File: src/rtl/sdram_port_scheduler_if.sv
// Command handshake between the burst scheduler and the SDRAM command engine,
// plus the one-hot port masks that steer FIFO rdreq/wrreq during a burst.
// master = scheduler side, slave = command engine / FIFO steering side.
interface sdram_port_scheduler_if #(
    parameter int N_WR  = 2,
    parameter int N_RD  = 2,
    parameter int ASIZE = 23,
    parameter int LSIZE = 9
);
    logic             cmd_req;
    logic             cmd_write;
    logic [ASIZE-1:0] cmd_addr;
    logic [LSIZE-1:0] cmd_length;
    logic             cmd_ack;
    logic             cmd_done;
    logic [N_WR-1:0]  wr_mask;
    logic [N_RD-1:0]  rd_mask;
    logic             busy;

    modport master (
        output cmd_req, cmd_write, cmd_addr, cmd_length, wr_mask, rd_mask, busy,
        input  cmd_ack, cmd_done
    );

    modport slave (
        input  cmd_req, cmd_write, cmd_addr, cmd_length, wr_mask, rd_mask, busy,
        output cmd_ack, cmd_done
    );
endinterface

File: src/rtl/sdram_port_scheduler.sv
// Picks one read/write FIFO port per SDRAM burst, keeps per-port wrapping pointers.
// Latency: 1 cycle from eligibility to cmd_req; next cmd_req earliest 2 cycles after cmd_done.
// Backpressure: cmd_* held stable in REQ until cmd_ack; any load bit blocks new grants.
module sdram_port_scheduler #(
    parameter int N_WR        = 2,
    parameter int N_RD        = 2,
    parameter int ASIZE       = 23,
    parameter int LSIZE       = 9,
    parameter int USEDW       = 16,
    parameter int RD_PRIORITY = 1
) (
    input  logic                    clk,
    input  logic                    rst,
    input  logic [N_WR*ASIZE-1:0]   wr_addr,
    input  logic [N_WR*ASIZE-1:0]   wr_max_addr,
    input  logic [N_WR*LSIZE-1:0]   wr_length,
    input  logic [N_WR-1:0]         wr_load,
    input  logic [N_WR*USEDW-1:0]   wr_level,
    input  logic [N_RD*ASIZE-1:0]   rd_addr,
    input  logic [N_RD*ASIZE-1:0]   rd_max_addr,
    input  logic [N_RD*LSIZE-1:0]   rd_length,
    input  logic [N_RD-1:0]         rd_load,
    input  logic [N_RD*USEDW-1:0]   rd_level,
    sdram_port_scheduler_if.master  cmd
);
    localparam logic [1:0] IDLE  = 2'd0;
    localparam logic [1:0] REQ   = 2'd1;
    localparam logic [1:0] BURST = 2'd2;

    logic [1:0]       state;
    logic [ASIZE-1:0] wr_ptr [N_WR];
    logic [ASIZE-1:0] rd_ptr [N_RD];
    logic [N_WR-1:0]  wr_valid;
    logic [N_RD-1:0]  rd_valid;
    // Last granted index per class; the *_seen bit makes the very first search start at port 0.
    logic [2:0]       wr_rr;
    logic [2:0]       rd_rr;
    logic             wr_seen;
    logic             rd_seen;
    // 1 = the most recent grant went to the read class.
    logic             last_rd;
    // Granted port was reloaded during this burst, so its pointer must not advance on done.
    logic             reload_hit;

    logic [N_WR-1:0]  wr_elig;
    logic [N_RD-1:0]  rd_elig;
    logic [N_WR-1:0]  wr_pick;
    logic [N_RD-1:0]  rd_pick;
    logic [2:0]       wr_pick_idx;
    logic [2:0]       rd_pick_idx;
    logic             wr_found;
    logic             rd_found;
    logic             grant_rd;
    logic             grant_wr;
    logic             do_grant;
    logic             any_load;
    logic [ASIZE-1:0] sel_addr;
    logic [LSIZE-1:0] sel_len;

    // Round-robin search origin: one past the last grant, or port 0 before any grant.
    function automatic logic [3:0] rr_base(input logic seen, input logic [2:0] last, input int n);
        if (!seen || int'(last) >= n - 1)
            return 4'd0;
        return 4'(last) + 4'd1;
    endfunction

    // k-th slot of the circular search starting at base.
    function automatic logic [3:0] rr_slot(input logic [3:0] base, input int k, input int n);
        logic [3:0] s;
        s = base + 4'(k);
        if (s >= 4'(n))
            s = s - 4'(n);
        return s;
    endfunction

    // Advance by one burst; wrap to the start address when the end would reach the limit.
    function automatic logic [ASIZE-1:0] advance(input logic [ASIZE-1:0] ptr,
                                                 input logic [ASIZE-1:0] start,
                                                 input logic [ASIZE-1:0] lim,
                                                 input logic [LSIZE-1:0] len);
        logic [ASIZE:0] sum;
        sum = {1'b0, ptr} + (ASIZE+1)'(len);
        if (sum < {1'b0, lim})
            return sum[ASIZE-1:0];
        return start;
    endfunction

    // Port eligibility straight from the live FIFO levels.
    always_comb begin
        wr_elig = '0;
        rd_elig = '0;
        for (int i = 0; i < N_WR; i++)
            wr_elig[i] = wr_valid[i] && (wr_length[i*LSIZE +: LSIZE] != '0) &&
                         (32'(wr_level[i*USEDW +: USEDW]) >= 32'(wr_length[i*LSIZE +: LSIZE]));
        for (int i = 0; i < N_RD; i++)
            rd_elig[i] = rd_valid[i] && (rd_length[i*LSIZE +: LSIZE] != '0) &&
                         (32'(rd_level[i*USEDW +: USEDW]) < 32'(rd_length[i*LSIZE +: LSIZE]));
    end

    // Round-robin pick of the first eligible write port after the last grant.
    always_comb begin
        wr_found    = 1'b0;
        wr_pick_idx = '0;
        wr_pick     = '0;
        for (int k = 0; k < N_WR; k++)
            for (int i = 0; i < N_WR; i++)
                if (!wr_found && wr_elig[i] && rr_slot(rr_base(wr_seen, wr_rr, N_WR), k, N_WR) == 4'(i)) begin
                    wr_found    = 1'b1;
                    wr_pick_idx = 3'(i);
                end
        for (int i = 0; i < N_WR; i++)
            wr_pick[i] = wr_found && (wr_pick_idx == 3'(i));
    end

    // Round-robin pick of the first eligible read port after the last grant.
    always_comb begin
        rd_found    = 1'b0;
        rd_pick_idx = '0;
        rd_pick     = '0;
        for (int k = 0; k < N_RD; k++)
            for (int i = 0; i < N_RD; i++)
                if (!rd_found && rd_elig[i] && rr_slot(rr_base(rd_seen, rd_rr, N_RD), k, N_RD) == 4'(i)) begin
                    rd_found    = 1'b1;
                    rd_pick_idx = 3'(i);
                end
        for (int i = 0; i < N_RD; i++)
            rd_pick[i] = rd_found && (rd_pick_idx == 3'(i));
    end

    // Class choice and the address/length of the winning port.
    always_comb begin
        any_load = (|wr_load) || (|rd_load);
        grant_rd = rd_found && ((RD_PRIORITY != 0) || !wr_found || !last_rd);
        grant_wr = wr_found && !grant_rd;
        do_grant = (state == IDLE) && !any_load && (rd_found || wr_found);
        sel_addr = '0;
        sel_len  = '0;
        for (int i = 0; i < N_WR; i++)
            if (grant_wr && wr_pick[i]) begin
                sel_addr = wr_ptr[i];
                sel_len  = wr_length[i*LSIZE +: LSIZE];
            end
        for (int i = 0; i < N_RD; i++)
            if (grant_rd && rd_pick[i]) begin
                sel_addr = rd_ptr[i];
                sel_len  = rd_length[i*LSIZE +: LSIZE];
            end
    end

    assign cmd.busy = (state != IDLE);

    // Write pointers: initial load, level-sensitive reload, advance on burst completion.
    always_ff @(posedge clk or posedge rst) begin
        if (rst) begin
            wr_valid <= '0;
            for (int i = 0; i < N_WR; i++)
                wr_ptr[i] <= '0;
        end else begin
            for (int i = 0; i < N_WR; i++) begin
                if (!wr_valid[i] || wr_load[i]) begin
                    wr_ptr[i]   <= wr_addr[i*ASIZE +: ASIZE];
                    wr_valid[i] <= 1'b1;
                end else if (state == BURST && cmd.cmd_done && cmd.wr_mask[i] && !reload_hit) begin
                    wr_ptr[i] <= advance(wr_ptr[i], wr_addr[i*ASIZE +: ASIZE],
                                         wr_max_addr[i*ASIZE +: ASIZE], wr_length[i*LSIZE +: LSIZE]);
                end
            end
        end
    end

    // Read pointers: initial load, level-sensitive reload, advance on burst completion.
    always_ff @(posedge clk or posedge rst) begin
        if (rst) begin
            rd_valid <= '0;
            for (int i = 0; i < N_RD; i++)
                rd_ptr[i] <= '0;
        end else begin
            for (int i = 0; i < N_RD; i++) begin
                if (!rd_valid[i] || rd_load[i]) begin
                    rd_ptr[i]   <= rd_addr[i*ASIZE +: ASIZE];
                    rd_valid[i] <= 1'b1;
                end else if (state == BURST && cmd.cmd_done && cmd.rd_mask[i] && !reload_hit) begin
                    rd_ptr[i] <= advance(rd_ptr[i], rd_addr[i*ASIZE +: ASIZE],
                                         rd_max_addr[i*ASIZE +: ASIZE], rd_length[i*LSIZE +: LSIZE]);
                end
            end
        end
    end

    // Grant / request / burst sequencing and the registered command outputs.
    always_ff @(posedge clk or posedge rst) begin
        if (rst) begin
            state          <= IDLE;
            cmd.cmd_req    <= 1'b0;
            cmd.cmd_write  <= 1'b0;
            cmd.cmd_addr   <= '0;
            cmd.cmd_length <= '0;
            cmd.wr_mask    <= '0;
            cmd.rd_mask    <= '0;
            wr_rr          <= '0;
            rd_rr          <= '0;
            wr_seen        <= 1'b0;
            rd_seen        <= 1'b0;
            last_rd        <= 1'b0;
            reload_hit     <= 1'b0;
        end else begin
            case (state)
                IDLE: begin
                    if (do_grant) begin
                        cmd.cmd_req    <= 1'b1;
                        cmd.cmd_write  <= grant_wr;
                        cmd.cmd_addr   <= sel_addr;
                        cmd.cmd_length <= sel_len;
                        cmd.wr_mask    <= grant_wr ? wr_pick : '0;
                        cmd.rd_mask    <= grant_rd ? rd_pick : '0;
                        last_rd        <= grant_rd;
                        reload_hit     <= 1'b0;
                        if (grant_rd) begin
                            rd_rr   <= rd_pick_idx;
                            rd_seen <= 1'b1;
                        end else begin
                            wr_rr   <= wr_pick_idx;
                            wr_seen <= 1'b1;
                        end
                        state <= REQ;
                    end
                end
                REQ: begin
                    if ((|(wr_load & cmd.wr_mask)) || (|(rd_load & cmd.rd_mask)))
                        reload_hit <= 1'b1;
                    if (cmd.cmd_ack) begin
                        cmd.cmd_req <= 1'b0;
                        state       <= BURST;
                    end
                end
                BURST: begin
                    if ((|(wr_load & cmd.wr_mask)) || (|(rd_load & cmd.rd_mask)))
                        reload_hit <= 1'b1;
                    if (cmd.cmd_done) begin
                        cmd.wr_mask <= '0;
                        cmd.rd_mask <= '0;
                        state       <= IDLE;
                    end
                end
                default: state <= IDLE;
            endcase
        end
    end
endmodule

File: src/flat_wrapper.sv
// flat-port wrapper written by rule: the top's interface ports become plain ports
module sdram_port_scheduler_flat 
#(
    parameter int N_WR        = 2,
    parameter int N_RD        = 2,
    parameter int ASIZE       = 23,
    parameter int LSIZE       = 9,
    parameter int USEDW       = 16,
    parameter int RD_PRIORITY = 1
)
  (clk, rst, wr_addr, wr_max_addr, wr_length, wr_load, wr_level, rd_addr, rd_max_addr, rd_length, rd_load, rd_level, cmd_cmd_req, cmd_cmd_write, cmd_cmd_addr, cmd_cmd_length, cmd_wr_mask, cmd_rd_mask, cmd_busy, cmd_cmd_ack, cmd_cmd_done);
  sdram_port_scheduler_if #(.N_WR(N_WR), .N_RD(N_RD), .ASIZE(ASIZE), .LSIZE(LSIZE)) cmd_i ();
  input  logic clk;
  input  logic rst;
  input  logic [N_WR*ASIZE-1:0] wr_addr;
  input  logic [N_WR*ASIZE-1:0] wr_max_addr;
  input  logic [N_WR*LSIZE-1:0] wr_length;
  input  logic [N_WR-1:0] wr_load;
  input  logic [N_WR*USEDW-1:0] wr_level;
  input  logic [N_RD*ASIZE-1:0] rd_addr;
  input  logic [N_RD*ASIZE-1:0] rd_max_addr;
  input  logic [N_RD*LSIZE-1:0] rd_length;
  input  logic [N_RD-1:0] rd_load;
  input  logic [N_RD*USEDW-1:0] rd_level;
  output wire logic [$bits(cmd_i.cmd_req)-1:0] cmd_cmd_req;
  output wire logic [$bits(cmd_i.cmd_write)-1:0] cmd_cmd_write;
  output wire logic [$bits(cmd_i.cmd_addr)-1:0] cmd_cmd_addr;
  output wire logic [$bits(cmd_i.cmd_length)-1:0] cmd_cmd_length;
  output wire logic [$bits(cmd_i.wr_mask)-1:0] cmd_wr_mask;
  output wire logic [$bits(cmd_i.rd_mask)-1:0] cmd_rd_mask;
  output wire logic [$bits(cmd_i.busy)-1:0] cmd_busy;
  input wire logic [$bits(cmd_i.cmd_ack)-1:0] cmd_cmd_ack;
  input wire logic [$bits(cmd_i.cmd_done)-1:0] cmd_cmd_done;
  assign cmd_cmd_req = cmd_i.cmd_req;
  assign cmd_cmd_write = cmd_i.cmd_write;
  assign cmd_cmd_addr = cmd_i.cmd_addr;
  assign cmd_cmd_length = cmd_i.cmd_length;
  assign cmd_wr_mask = cmd_i.wr_mask;
  assign cmd_rd_mask = cmd_i.rd_mask;
  assign cmd_busy = cmd_i.busy;
  assign cmd_i.cmd_ack = cmd_cmd_ack;
  assign cmd_i.cmd_done = cmd_cmd_done;
  sdram_port_scheduler #(.N_WR(N_WR), .N_RD(N_RD), .ASIZE(ASIZE), .LSIZE(LSIZE), .USEDW(USEDW), .RD_PRIORITY(RD_PRIORITY)) u_core (.clk(clk), .rst(rst), .wr_addr(wr_addr), .wr_max_addr(wr_max_addr), .wr_length(wr_length), .wr_load(wr_load), .wr_level(wr_level), .rd_addr(rd_addr), .rd_max_addr(rd_max_addr), .rd_length(rd_length), .rd_load(rd_load), .rd_level(rd_level), .cmd(cmd_i));
endmodule
File: config.mk
export PLATFORM = sky130hd
export DESIGN_NAME = sdram_port_scheduler_flat
export DESIGN_NICKNAME = d
export VERILOG_FILES = /design/src/rtl/sdram_port_scheduler_if.sv /design/src/rtl/sdram_port_scheduler.sv /design/src/flat_wrapper.sv
export SDC_FILE = /design/constraint.sdc
export NUM_CORES = 1
export LEC_CHECK = 0
export ABC_AREA = 1
export CAP_MARGIN = 20
export CORE_MARGIN = 8
export CORE_UTILIZATION = 28
export DETAILED_ROUTE_END_ITERATION = 7
export PLACE_DENSITY_LB_ADDON = 0.2
export SETUP_SLACK_MARGIN = 0.4
export SLEW_MARGIN = 20
export SYNTH_ARGS = -nofsm -noshare
export SYNTH_HDL_FRONTEND = slang
export SYNTH_SLANG_ARGS = --single-unit
File: constraint.sdc
create_clock -name clk -period 7.1 [get_ports clk]
set_input_delay 2.13 -clock clk [delete_from_list [all_inputs] [get_ports clk]]
set_output_delay 2.13 -clock clk [all_outputs]
set_load 0.005 [all_outputs]
**Word level (Yosys, flattened, before mapping)**

Cells that the tools add are included.

- Reduce and logical (&&, ||, !) cells: 97
- Bitwise operators: 3
- Add/subtract/negate cells: 12
- $lt $le $gt $ge: 14
- Eq/ne operators: 12
- Mux-type cells: 76

Operator list:

| kind | number |
|---|---|
| $mux W23 | 20 |
| $add A23 B9 Y24 | 4 |
| $lt A24 B23 Y1 | 4 |
| $logic_and A1 B1 Y1 | 42 |
| $mux W9 | 4 |
| $reduce_bool A9 Y1 | 4 |
| $ge A16 B9 Y1 | 2 |
| $lt A16 B9 Y1 | 2 |
| $mux W1 | 32 |
| $mux W4 | 8 |
| $reduce_and A3 Y1 | 6 |
| $eq A4 B1 Y1 const B | 4 |
| $ge A4 B2 Y1 const B | 4 |
| $logic_not A4 Y1 | 4 |
| $reduce_bool A2 Y1 | 8 |
| $sub A4 B2 Y4 const B | 4 |
| $logic_not A1 Y1 | 15 |
| $mux W2 | 7 |
| $reduce_or A2 Y1 | 5 |
| $logic_or A1 B1 Y1 | 9 |
| $add A3 B1 Y4 const B | 2 |
| $add A4 B1 Y4 const B | 2 |
| $pmux W2 S2 | 2 |
| $ge A3 B1 Y1 const B | 2 |
| other kinds (12) | 18 |

- Input bits: 292
- Flip-flop bits (word level): 145

**Logic depth before layout (Yosys ltp)**

Gate-level depths: netlist (run 1).

- Word-level depth: 28
- Gate-level depth with buffers: 27
- Mapped depth without buffers: 26

**Worst setup path before layout (run 1)**

No wires, ideal clock.

- Path type: in2reg
- Start point: input rd_length[9]
- End point: register u_core.rd_ptr[0] in the netlist's numbering
- Data arrival time: 5,005 ps
- Slack: 1,977 ps
- Stages on the path: 26
- Required time: 6,982 ps
- Cell sequence: ha_1 -> fa_1 -> nand3_1 -> nand2_1 -> nand2_1 -> nand2_1 -> nand2_1 -> nand2_1 -> nand2_1 -> nor2_2 -> xor2_1 -> inv_1 -> ha_1 -> nand2_1 -> o21ai_0 -> a21oi_1 -> nand2_1 -> nand2_1 -> nand2_1 -> nand2_1 -> nand2_1 -> nand2_1 -> clkbuf_1 -> nand3_1 -> nand3_1 -> nand2_1

- Word-level cells in the longest chain between the ends: 8
- Elaborated cells between the ends (all ways): 9
- Those cells by class: add/sub (1); order compare (1); mux (7)

Ends and longest elaborated chain:

| what | line | text |
|---|---|---|
| from (decl) | flat_wrapper.sv:22 | `input logic [N_RD*LSIZE-1:0] rd_length;` |
| $add A23 B9 Y24 (*) | sdram_port_scheduler.sv:82 | `sum = {1'b0, ptr} + (ASIZE+1)'(len);` |
| $lt A24 B23 Y1 | sdram_port_scheduler.sv:83 | `if (sum < {1'b0, lim})` |
| $mux W1 | sdram_port_scheduler.sv:83 |  |
| $mux W1 | sdram_port_scheduler.sv:182 | `end else if (state == BURST && cmd.cmd_done && cmd.rd_mask[i] && !reload_hit) begin` |
| $mux W1 | sdram_port_scheduler.sv:179 | `if (!rd_valid[i] \|\| rd_load[i]) begin` |
| $mux W23 (*) | sdram_port_scheduler.sv:85 | `return start;` |
| $mux W23 (*) | sdram_port_scheduler.sv:182 |  |
| $mux W23 (*) | sdram_port_scheduler.sv:179 |  |
| to (signal, indexed assignment) | sdram_port_scheduler.sv:180 | `rd_ptr[i] <= rd_addr[i*ASIZE +: ASIZE];` |
| to (signal, indexed assignment) | sdram_port_scheduler.sv:183 | `rd_ptr[i] <= advance(rd_ptr[i], rd_addr[i*ASIZE +: ASIZE],` |
| to (decl) | sdram_port_scheduler.sv:32 | `logic [ASIZE-1:0] rd_ptr [N_RD];` |

Every way passes the cells marked *; elsewhere a longest branch is shown, timed or not. The select of a mux whose other input is x is not followed.
A chain may end at the register's enable or synchronous reset.

**Worst setup path in the final report (run 1)**

- Start point: input wr_length[11]
- End point: register u_core.wr_ptr[1] in the netlist's numbering

- Word-level cells in the longest chain between the ends: 8

Ends and longest elaborated chain:

| what | line | text |
|---|---|---|
| from (decl) | flat_wrapper.sv:17 | `input logic [N_WR*LSIZE-1:0] wr_length;` |
| $add A23 B9 Y24 | sdram_port_scheduler.sv:82 |  |
| $lt A24 B23 Y1 | sdram_port_scheduler.sv:83 |  |
| $mux W1 | sdram_port_scheduler.sv:83 |  |
| $mux W1 | sdram_port_scheduler.sv:163 | `end else if (state == BURST && cmd.cmd_done && cmd.wr_mask[i] && !reload_hit) begin` |
| $mux W1 | sdram_port_scheduler.sv:160 | `if (!wr_valid[i] \|\| wr_load[i]) begin` |
| $mux W23 | sdram_port_scheduler.sv:85 |  |
| $mux W23 | sdram_port_scheduler.sv:163 |  |
| $mux W23 | sdram_port_scheduler.sv:160 |  |
| to (signal, indexed assignment) | sdram_port_scheduler.sv:161 | `wr_ptr[i] <= wr_addr[i*ASIZE +: ASIZE];` |
| to (signal, indexed assignment) | sdram_port_scheduler.sv:164 | `wr_ptr[i] <= advance(wr_ptr[i], wr_addr[i*ASIZE +: ASIZE],` |
| to (decl) | sdram_port_scheduler.sv:31 | `logic [ASIZE-1:0] wr_ptr [N_WR];` |

No other way between the ends. The select of a mux whose other input is x is not followed.

==> qor.csv, run 1 <==
metric,value,unit
Hold Fails Final Rpt,0,
clock latency on the worst-skew pair,460,ps
kind of critical path,in -> reg,
"Slowest-stage cell, CP",clkdlybuf4s50_1,
fin crit period,6050,ps
RSZ-0062 raised after global routing,false,
Initial Utilization,28.2,%
library cells used by synthesis,49,
Reg power frac,29.6,%
Sw Share,42.7,%
ANT cells,0,
Most used DFF post-synth,dfrtp_1,
CTS sink count,141,
"Data arrival, critical path",6390,ps
CP endpoint kind,register,
Hold/Removal Path Class,reg -> reg,
Max Cap Violations,0,
Final ANT Viol Nets,0,
initial antenna violation count,1,
Ys Warns,0,
Critical R2R Launch,u_core.wr_ptr[2],
CTS tree,done,
Psw,0.00181,W
Worst path most repeated cell,nand2_1,
Die W,248,µm
port buffer count,330,
final wirelength,63500,µm
Synth top area share,23.3,%
GRT Overall Usage,20.1,%
Via Count,16384,
Vias/cell,4.75,
Layout Nets,3196,
#FFs+latches synth,141,
htree depth,4,
TritonCTS Buffers,17,
Final period util,85.2,%
drt drc,0,
Die Y,248,µm
std cell rows,85,
largest net degree at the start of global routing,56,
Placeable Area,0.0536,mm²
"Hold-fix buffers, CTS",0,
Filler cells,5880,
Avg WL per Cell,18.4,µm
CP max FO,23,
synth top area cells,"dfrtp_1, nand2_1, ha_1, inv_1, nand3_1",
Mapped Cells,2430,
fin util,36.9,%
Internal,0.00243,W
DPL Wire Length,53500,µm
Startpoint Class,input port,
post-synth top area cell,dfrtp_1,
Slew HR,44.4,%
Post-synth EDFFs,0,
slew at the pin closest to its max-slew limit,833,ps
vias in the first global route,16367,
total gr overflow,0,
Multi-input gate area,0.00953,mm²
area of the mapped netlist,0.0151,mm²
Syn Area/Cell,6.23,µm²
post-CTS setup buffer count,0,
DIE AREA,0.0617,mm²
Comb pwr share,47.4,%
register area,0.00353,mm²
worst vdd ir,181,µV
layout cell share with drive strength beyond 1,4.51,%
Clock Pin Slew Worst Setup and Hold Paths,70,ps
PwrDens,214,mW/mm²
crit path from,wr_length[11],
DRT iter0 DRCs,1087,
global-route wire length before repair,97300,µm
Placer Congestion,0.934,
post-synthesis sequential area ratio,23.3,%
required time worst endpoint,7440,ps
first-pass iteration count of the detailed router,5,
asr flop ratio synth,100,%
R2R Setup Slk,2860,ps
max-slew violation count,0,
IO Pins,331,
final setup fails,0,
area delta synth->final,30.8,%
reg-to-reg critical path endpoint,u_core.wr_ptr[1],
Pleak,10.6,nW
outcome,completed,
Worst R2R Path Depth,24,
"Largest stage delay, worst path",520,ps
clock tree buffer depth,2,
end of the critical path,u_core.wr_ptr[1],
clk_skew,12.0,ps
Clock Power Share,23.0,%
Final TNS setup,0,ps
PostCTS Resize Cnt,0,
f_max,165,MHz
Clk Tree Root Cell,clkbuf_16,
critical path: cells and delay by family:
family                   cells  cell delay [ps]
XOR/XNOR                     1              210
AO/OA/AOI/OAI                2              390
buffers and inverters        3              870
adder cells (fa/ha/maj)      2              730
AND/OR/NAND/NOR             17             2030
final cells by class:
| class | instances | area share [%] |
|---|---|---|
| inverters | 462 | 8.79 |
| clock buffers | 20 | 2.31 |
| well taps | 696 | 4.40 |
| clock inverters | 12 | 0.815 |
| repair buffers | 357 | 17.7 |
| multi-input cells | 1758 | 48.2 |
| flip-flops and latches | 141 | 17.8 |
synthesized netlist by cell type (16+ instances only):
master / count
nand4_1: 35
inv_1: 433
nor3_1: 34
a21oi_1: 77
nor2_1: 188
ha_1: 163
nor4_1: 16
nand3_1: 290
o21ai_0: 41
clkbuf_1: 31
nand2_1: 728
inv_2: 26
xor2_1: 47
o211ai_1: 30
buf_2: 23
dfrtp_1: 141
sequential cells by signal, summed over array words and instances (netlist names), 9 cells and up:
name                   cells
u_core.cmd.cmd_length      9
u_core.wr_ptr             46
u_core.cmd.cmd_addr       23
u_core.rd_ptr             46
worst min-delay path by stage:
stage | start | endpoint | cells past startpoint
4_1_cts | u_core.rd_seen | u_core.rd_seen | 2
3_5_place_dp | u_core.rd_seen | u_core.rd_seen | 2
3_3_place_gp | u_core.rd_seen | u_core.rd_seen | 2
5_1_grt | u_core.wr_seen | u_core.wr_seen | 2
6_report | u_core.rd_seen | u_core.rd_seen | 2
2_1_floorplan | u_core.rd_seen | u_core.rd_seen | 2
metrics by stage:
stage	std cells	hold slack (ps)	worst slack, ps	power, W	cell area, µm²
2_1_floorplan	2433	418	1190	0.00233	15100
3_3_place_gp	3414	430	610	0.00326	19200
3_5_place_dp	3414	434	627	0.00328	19200
4_1_cts	3446	452	1100	0.00428	19800
5_1_grt	3446	464	655	0.00459	19800
6_report	3446	449	1050	0.00424	19800
power groups by stage:
stage / clock [W] / combinational (W) / sequential (W)
detailed placement: 0 / 0.00202 / 0.00127
global route: 0.00103 / 0.00228 / 0.00128
CTS: 0.000995 / 0.00203 / 0.00126
floorplan: 0 / 0.00119 / 0.00114
finish: 0.000974 / 0.00201 / 0.00126
global placement: 0 / 0.00199 / 0.00127
per-layer routing:
metal	up-vias	routed length, µm	GRT usage (%)
met5	-	13	0
met4	2	1000	3.77
met3	52	2810	3.72
met2	397	30400	34.7
met1	7643	29300	26.0
li1	8290	-	-
kinds of logic after synthesis:
group / share of synthesized area (%)
other cells: 0.0248
simple gates: 37.4
compound gates: 8.19
fa+ha+maj: 14.0
buf+inv: 13.9
flops: 23.3
xor+xnor: 3.18
cells in the final DEF (no fill, tap or decap), types with 5 or more instances in the layout:
cell and n:
o21a_1 7, clkdlybuf4s50_1 330, o21bai_1 5, a21oi_1 77, nor2_2 6, nor2_1 187, nand2_1 727, nand2_2 10
nand3_1 290, a21o_1 8, inv_1 432, or2_2 6, buf_4 27, dfrtp_1 141, nor4_1 16, inv_2 26
clkbuf_16 17, xnor2_1 8, o21ai_0 41, nor3_1 34, nand4_1 35, xor2_1 47, o211ai_1 30, ha_1 163
o21ai_1 12
Power figures use the tool's default switching activity.
==> run 2, diff against run 1 <==
--- a/config.mk
+++ b/config.mk
@@ -10,6 +10,7 @@
 export CORE_MARGIN = 8
 export CORE_UTILIZATION = 28
 export DETAILED_ROUTE_END_ITERATION = 7
+export DONT_BUFFER_PORTS = 1
 export PLACE_DENSITY_LB_ADDON = 0.2
 export SETUP_SLACK_MARGIN = 0.4
 export SLEW_MARGIN = 20
==> qor.csv, run 2 (same netlist as run 1, synthesis figures left out) <==
metric,value,unit,change
largest net degree at the start of global routing,96,,+71%
PwrDens,233,mW/mm²,+8.9%
DPL Wire Length,50400,µm,-5.8%
fin crit period,5360,ps,-689 ps
Avg WL per Cell,19.3,µm,+4.8%
Final ANT Viol Nets,0,,unchanged
"Slowest-stage cell, CP",ha_1,,
Slew HR,36.4,%,-8.0 points
Via Count,15132,,-7.6%
Clock Power Share,25.4,%,+2.4 points
CTS sink count,141,,unchanged
DRT iter0 DRCs,1196,,+10%
"commonest non-fill, non-tap cells in the layout","nand2_1, inv_1, nand3_1, nor2_1, ha_1",,
Internal,0.00212,W,-13%
Total Power,0.00383,W,-9.8%
Clock Pin Slew Worst Setup and Hold Paths,60,ps,about the same
htree depth,4,,unchanged
Sw Share,44.6,%,+1.9 points
CTS tree,done,,
post-CTS setup buffer count,0,,unchanged
reg-to-reg critical path endpoint,u_core.rd_ptr[28],,
Psw,0.00171,W,-5.8%
Pleak,9.20,nW,-13%
Final period util,75.5,%,-9.7 points
Worst path most repeated cell,nand2_1,,
Vias/cell,4.87,,+2.4%
worst vdd ir,180,µV,-0.31%
first-pass iteration count of the detailed router,6,,+1
"Hold-fix buffers, CTS",0,,unchanged
Comb pwr share,40.5,%,-6.9 points
global-route wire length before repair,91100,µm,-6.4%
layout cell share with drive strength beyond 1,4.53,%,+0.019 points
Layout Nets,2853,,-11%
fin util,30.6,%,-6.3 points
Die W,248,µm,unchanged
Die Y,248,µm,unchanged
"Data arrival, critical path",5700,ps,-690 ps
Placer Congestion,0.979,,+4.8%
"Largest stage delay, worst path",340,ps,-180 ps
final wirelength,60000,µm,-5.5%
CP endpoint kind,register,,
Crit path buffers/inverters,2,,-1
required time worst endpoint,7430,ps,about the same
clk_skew,13.8,ps,+1.82 ps
outcome,completed,,
IO Pins,331,,unchanged
biggest regs,"u_core.rd_ptr x46, u_core.wr_ptr x46, u_core.cmd.cmd_addr x23",,
"commonest non-fill, non-tap cell in the layout",nand2_1,,
critical path's top delay family,simple AND/OR/NAND/NOR gates,,
Max Cap Violations,0,,unchanged
f_max,186,MHz,+13%
std cell rows,85,,unchanged
RSZ-0062 raised after global routing,false,,
DIE AREA,0.0617,mm²,unchanged
kind of critical path,in -> reg,,
final setup fails,0,,unchanged
PostCTS Resize Cnt,0,,unchanged
Clk Tree Root Cell,clkbuf_16,,
vias in the first global route,15336,,-6.3%
Worst Hold Launch,u_core.rd_seen,,
initial antenna violation count,5,,+4
R2R Setup Slk,2800,ps,-60 ps
clock latency on the worst-skew pair,450,ps,about the same
worst hold path depth,2,,unchanged
Placeable Area,0.0536,mm²,unchanged
Final TNS setup,0,ps,unchanged
slew at the pin closest to its max-slew limit,954,ps,+121 ps
area delta synth->final,8.37,%,
TritonCTS Buffers,17,,unchanged
max-slew violation count,0,,unchanged
CP max FO,24,,+4.3%
total gr overflow,0,,unchanged
Initial Utilization,28.2,%,unchanged
GRT Overall Usage,18.9,%,-1.1 points
Critical R2R Launch,u_core.rd_ptr[32],,
clock tree buffer depth,2,,unchanged
Hold Path Sink,u_core.rd_seen,,
Worst R2R Path Depth,21,,-13%
Startpoint Class,input port,,
Reg power frac,34.1,%,+4.5 points
Hold Fails Final Rpt,0,,unchanged
drt drc,0,,unchanged
Hold/Removal Path Class,reg -> reg,,
port buffer count,0,,-100%
run 2: cell count changes in the layout (fill, tap and decap cells not counted):
cell	change
clkdlybuf4s50_1	-330
clkinvlp_4	-2
clkbuf_1	+2
inv_6	-1
clkbuf_8	+1
clkinv_2	+1
diode_2	+4
buf_4	-13
clkinv_4	-1
run 2: worst min-delay path, cell delays in order (launching register included):
cell	delay, ps
dfrtp_1	330
inv_1	50
nand2_1	50
run 2: per-layer routing:
layer	vias up	wire, µm	track usage, %
met5	-	13	0
met4	2	1690	5.92
met3	72	4430	5.43
met2	462	27900	31.2
met1	6985	25900	23.6
li1	7611	-	-
run 2: layout make-up:
type                    count  area, µm²
fillers                  6051      37200
multi-input cells        1758       9530
flip-flops and latches    141       3530
inverters                 462       1740
well taps                 696        871
clock buffers              23        478
clock inverters             9        134
repair buffers             14        105
diodes                      4       10.0
run 2: metrics by stage:
step	hold WS [ps]	std cells	area (µm²)	setup slack [ps]
finish	465	3107	16400	1740
global route	474	3106	16400	1350
CTS	462	3103	16400	1820
detailed placement	439	3071	15800	1350
global placement	430	3071	15800	1390
floorplan	418	2433	15100	1190
run 2: power groups by stage:
stage	clock, W	combinational (W)	sequential [W]
floorplan	0	0.00119	0.00114
global placement	0	0.00152	0.00132
detailed placement	0	0.00155	0.00132
CTS	0.000996	0.00156	0.00131
global route	0.00102	0.00179	0.00134
finish	0.000973	0.00155	0.00130
run 2: how the worst max path moves through the flow:
stage / startpoint / endpoint / slack, ps / cells after the start
final: rd_length[16] / u_core.rd_ptr[17] / 1740 / 26
after global routing: rd_length[16] / u_core.rd_ptr[17] / 1350 / 26
after CTS: rd_length[16] / u_core.rd_ptr[17] / 1820 / 26
after detailed placement: rd_length[16] / u_core.rd_ptr[17] / 1350 / 26
after global placement: rd_length[7] / u_core.rd_ptr[45] / 1390 / 22
after floorplan: rst / u_core.cmd.cmd_addr[0] / 1190 / 1
==> run 3, diff against run 2 <==
==> constraint.sdc (replaced) <==
create_clock -name clk -period 5.4 [get_ports clk]
set_input_delay 1.62 -clock clk [delete_from_list [all_inputs] [get_ports clk]]
set_output_delay 1.62 -clock clk [all_outputs]
set_load 0.005 [all_outputs]
==> qor.csv, run 3 (same netlist as run 1, synthesis figures left out) <==
metric,value,unit,change
Final ANT Viol Nets,0,,unchanged
M2 GR Usage,31.2,%,about the same
worst vdd ir,234,µV,+30%
area delta synth->final,9.22,%,
std cell rows,85,,unchanged
htree depth,4,,unchanged
Pleak,9.27,nW,+0.76%
max-slew violation count,0,,unchanged
reg-to-reg critical path endpoint,u_core.wr_ptr[11],,
Hold/Removal Path Class,reg -> reg,,
Worst R2R Path Depth,23,,+9.5%
Clock Pin Slew Worst Setup and Hold Paths,60,ps,about the same
grt met1 use,23.7,%,+0.076 points
first-pass iteration count of the detailed router,5,,-1
Final period util,85.9,%,
Multi-input gate area,0.00954,mm²,about the same
f_max,216,MHz,
register area,0.00353,mm²,unchanged
Hold Path Sink,u_core.wr_seen,,
Layout Nets,2858,,+0.18%
"Hold-fix buffers, CTS",0,,unchanged
GRT Overall Usage,18.8,%,-0.16 points
global-route wire length before repair,89900,µm,-1.4%
TritonCTS Buffers,17,,unchanged
Via Count,15142,,+0.066%
required time worst endpoint,5730,ps,-1700 ps
Hold Fails Final Rpt,0,,unchanged
final wirelength,60000,µm,about the same
layout cell share with drive strength beyond 1,4.77,%,+0.24 points
PostCTS Resize Cnt,0,,unchanged
R2R Setup Slk,1430,ps,-1370 ps
CTS tree,done,,
final setup margin,763,ps,-975 ps
ANT cells,0,,-4
vias in the first global route,14875,,-3.0%
Placeable Area,0.0536,mm²,unchanged
clock latency on the worst-skew pair,460,ps,about the same
"Data arrival, critical path",4970,ps,-730 ps
Placer Congestion,0.916,,-6.4%
slew at the pin closest to its max-slew limit,1070,ps,+111 ps
GR peak layer,met2,,
Initial Utilization,28.2,%,unchanged
CP endpoint kind,register,,
Worst Hold Launch,u_core.wr_seen,,
dpl ws,194,ps,-1160 ps
Critical R2R Launch,u_core.wr_ptr[2],,
GRT met3 Usage,5.48,%,+0.042 points
RSZ-0062 raised after global routing,false,,
CTS sink count,141,,unchanged
IO Pins,331,,unchanged
PwrDens,314,mW/mm²,+35%
Filler cells,6034,,-0.28%
Clk Tree Root Cell,clkbuf_16,,
final setup fails,0,,unchanged
DIE AREA,0.0617,mm²,unchanged
"commonest non-fill, non-tap cell in the layout",nand2_1,,
DPL Wire Length,50100,µm,-0.58%
Slew HR,29.0,%,-7.4 points
clk_skew,18.7,ps,+4.89 ps
Startpoint Class,input port,,
kind of critical path,in -> reg,,
DRT iter0 DRCs,1055,,-12%
Max Cap Violations,0,,unchanged
largest net degree at the start of global routing,142,,+48%
CP max FO,23,,-4.2%
outcome,completed,,
initial antenna violation count,1,,-4
total gr overflow,0,,unchanged
post-CTS setup buffer count,0,,unchanged
Avg WL per Cell,19.3,µm,about the same
Final TNS setup,0,ps,unchanged
biggest regs,"u_core.rd_ptr x46, u_core.wr_ptr x46, u_core.cmd.cmd_addr x23",,
clock tree buffer depth,2,,unchanged
worst hold path depth,2,,unchanged
Vias/cell,4.87,,about the same
fin crit period,4640,ps,
Die W,248,µm,unchanged
port buffer count,0,,unchanged
"commonest non-fill, non-tap cells in the layout","nand2_1, inv_1, nand3_1, nor2_1, ha_1",,
drt drc,0,,unchanged
Die Y,248,µm,unchanged
run 3: worst max path at each step:
| stage | start | endpoint | slack, ps | cells past startpoint |
|---|---|---|---|---|
| floorplan | rd_length[9] | u_core.rd_ptr[0] | 790 | 26 |
| global placement | wr_length[11] | u_core.wr_ptr[12] | 290 | 23 |
| detailed placement | wr_length[11] | u_core.wr_ptr[8] | 190 | 23 |
| CTS | wr_length[11] | u_core.wr_ptr[8] | 650 | 23 |
| global route | wr_length[11] | u_core.wr_ptr[3] | 450 | 23 |
| finish | wr_length[11] | u_core.wr_ptr[11] | 760 | 23 |
run 3: stage by stage:
step	hold WS (ps)	instance area, µm²	cells	power (W)	utilization [%]
CTS	452	16500	3108	0.00524	30.8
finish	449	16500	3108	0.00519	30.8
global placement	432	15800	3076	0.00375	29.5
floorplan	418	15100	2433	0.00307	-
detailed placement	435	15800	3076	0.00379	29.5
global route	481	16500	3108	0.00563	30.8
run 3: cell type report:
type	count	share of cell area (%)
sequential	141	21.3
clock inverter	11	1.28
timing repair buffer	19	1.01
tap	696	5.27
clock buffer	21	2.85
inverter	462	10.5
multi-input combinational	1758	57.7
run 3: power by group:
part           total, W  switching, W  internal (W)
sequential      0.00172      0.000406       0.00131
combinational   0.00205       0.00133      0.000720
clock           0.00143      0.000524      0.000902
run 3: critical path: stages:
cell      delay, ps
ha_1            360
nand3_1          90
nand2_1         170
a21boi_2        130
o21ai_2         230
nand2_1         170
nor2_2          280
xnor2_1         200
inv_1            80
ha_1            300
a21oi_1         150
o21ai_0         100
a21oi_1         140
nand2_1          80
nand2_1          50
nand2_1          50
nand2_1          60
nand2_1          40
nand2_1         120
buf_4           290
nand3_1         100
nand3_1         100
nand2_1          50
run 3: per-layer routing:
layer / part of all wire, % / routed length (µm)
met1: 44 / 26400
met2: 47 / 28100
met3: 7.1 / 4240
met4: 2.0 / 1210
met5: 0.022 / 13
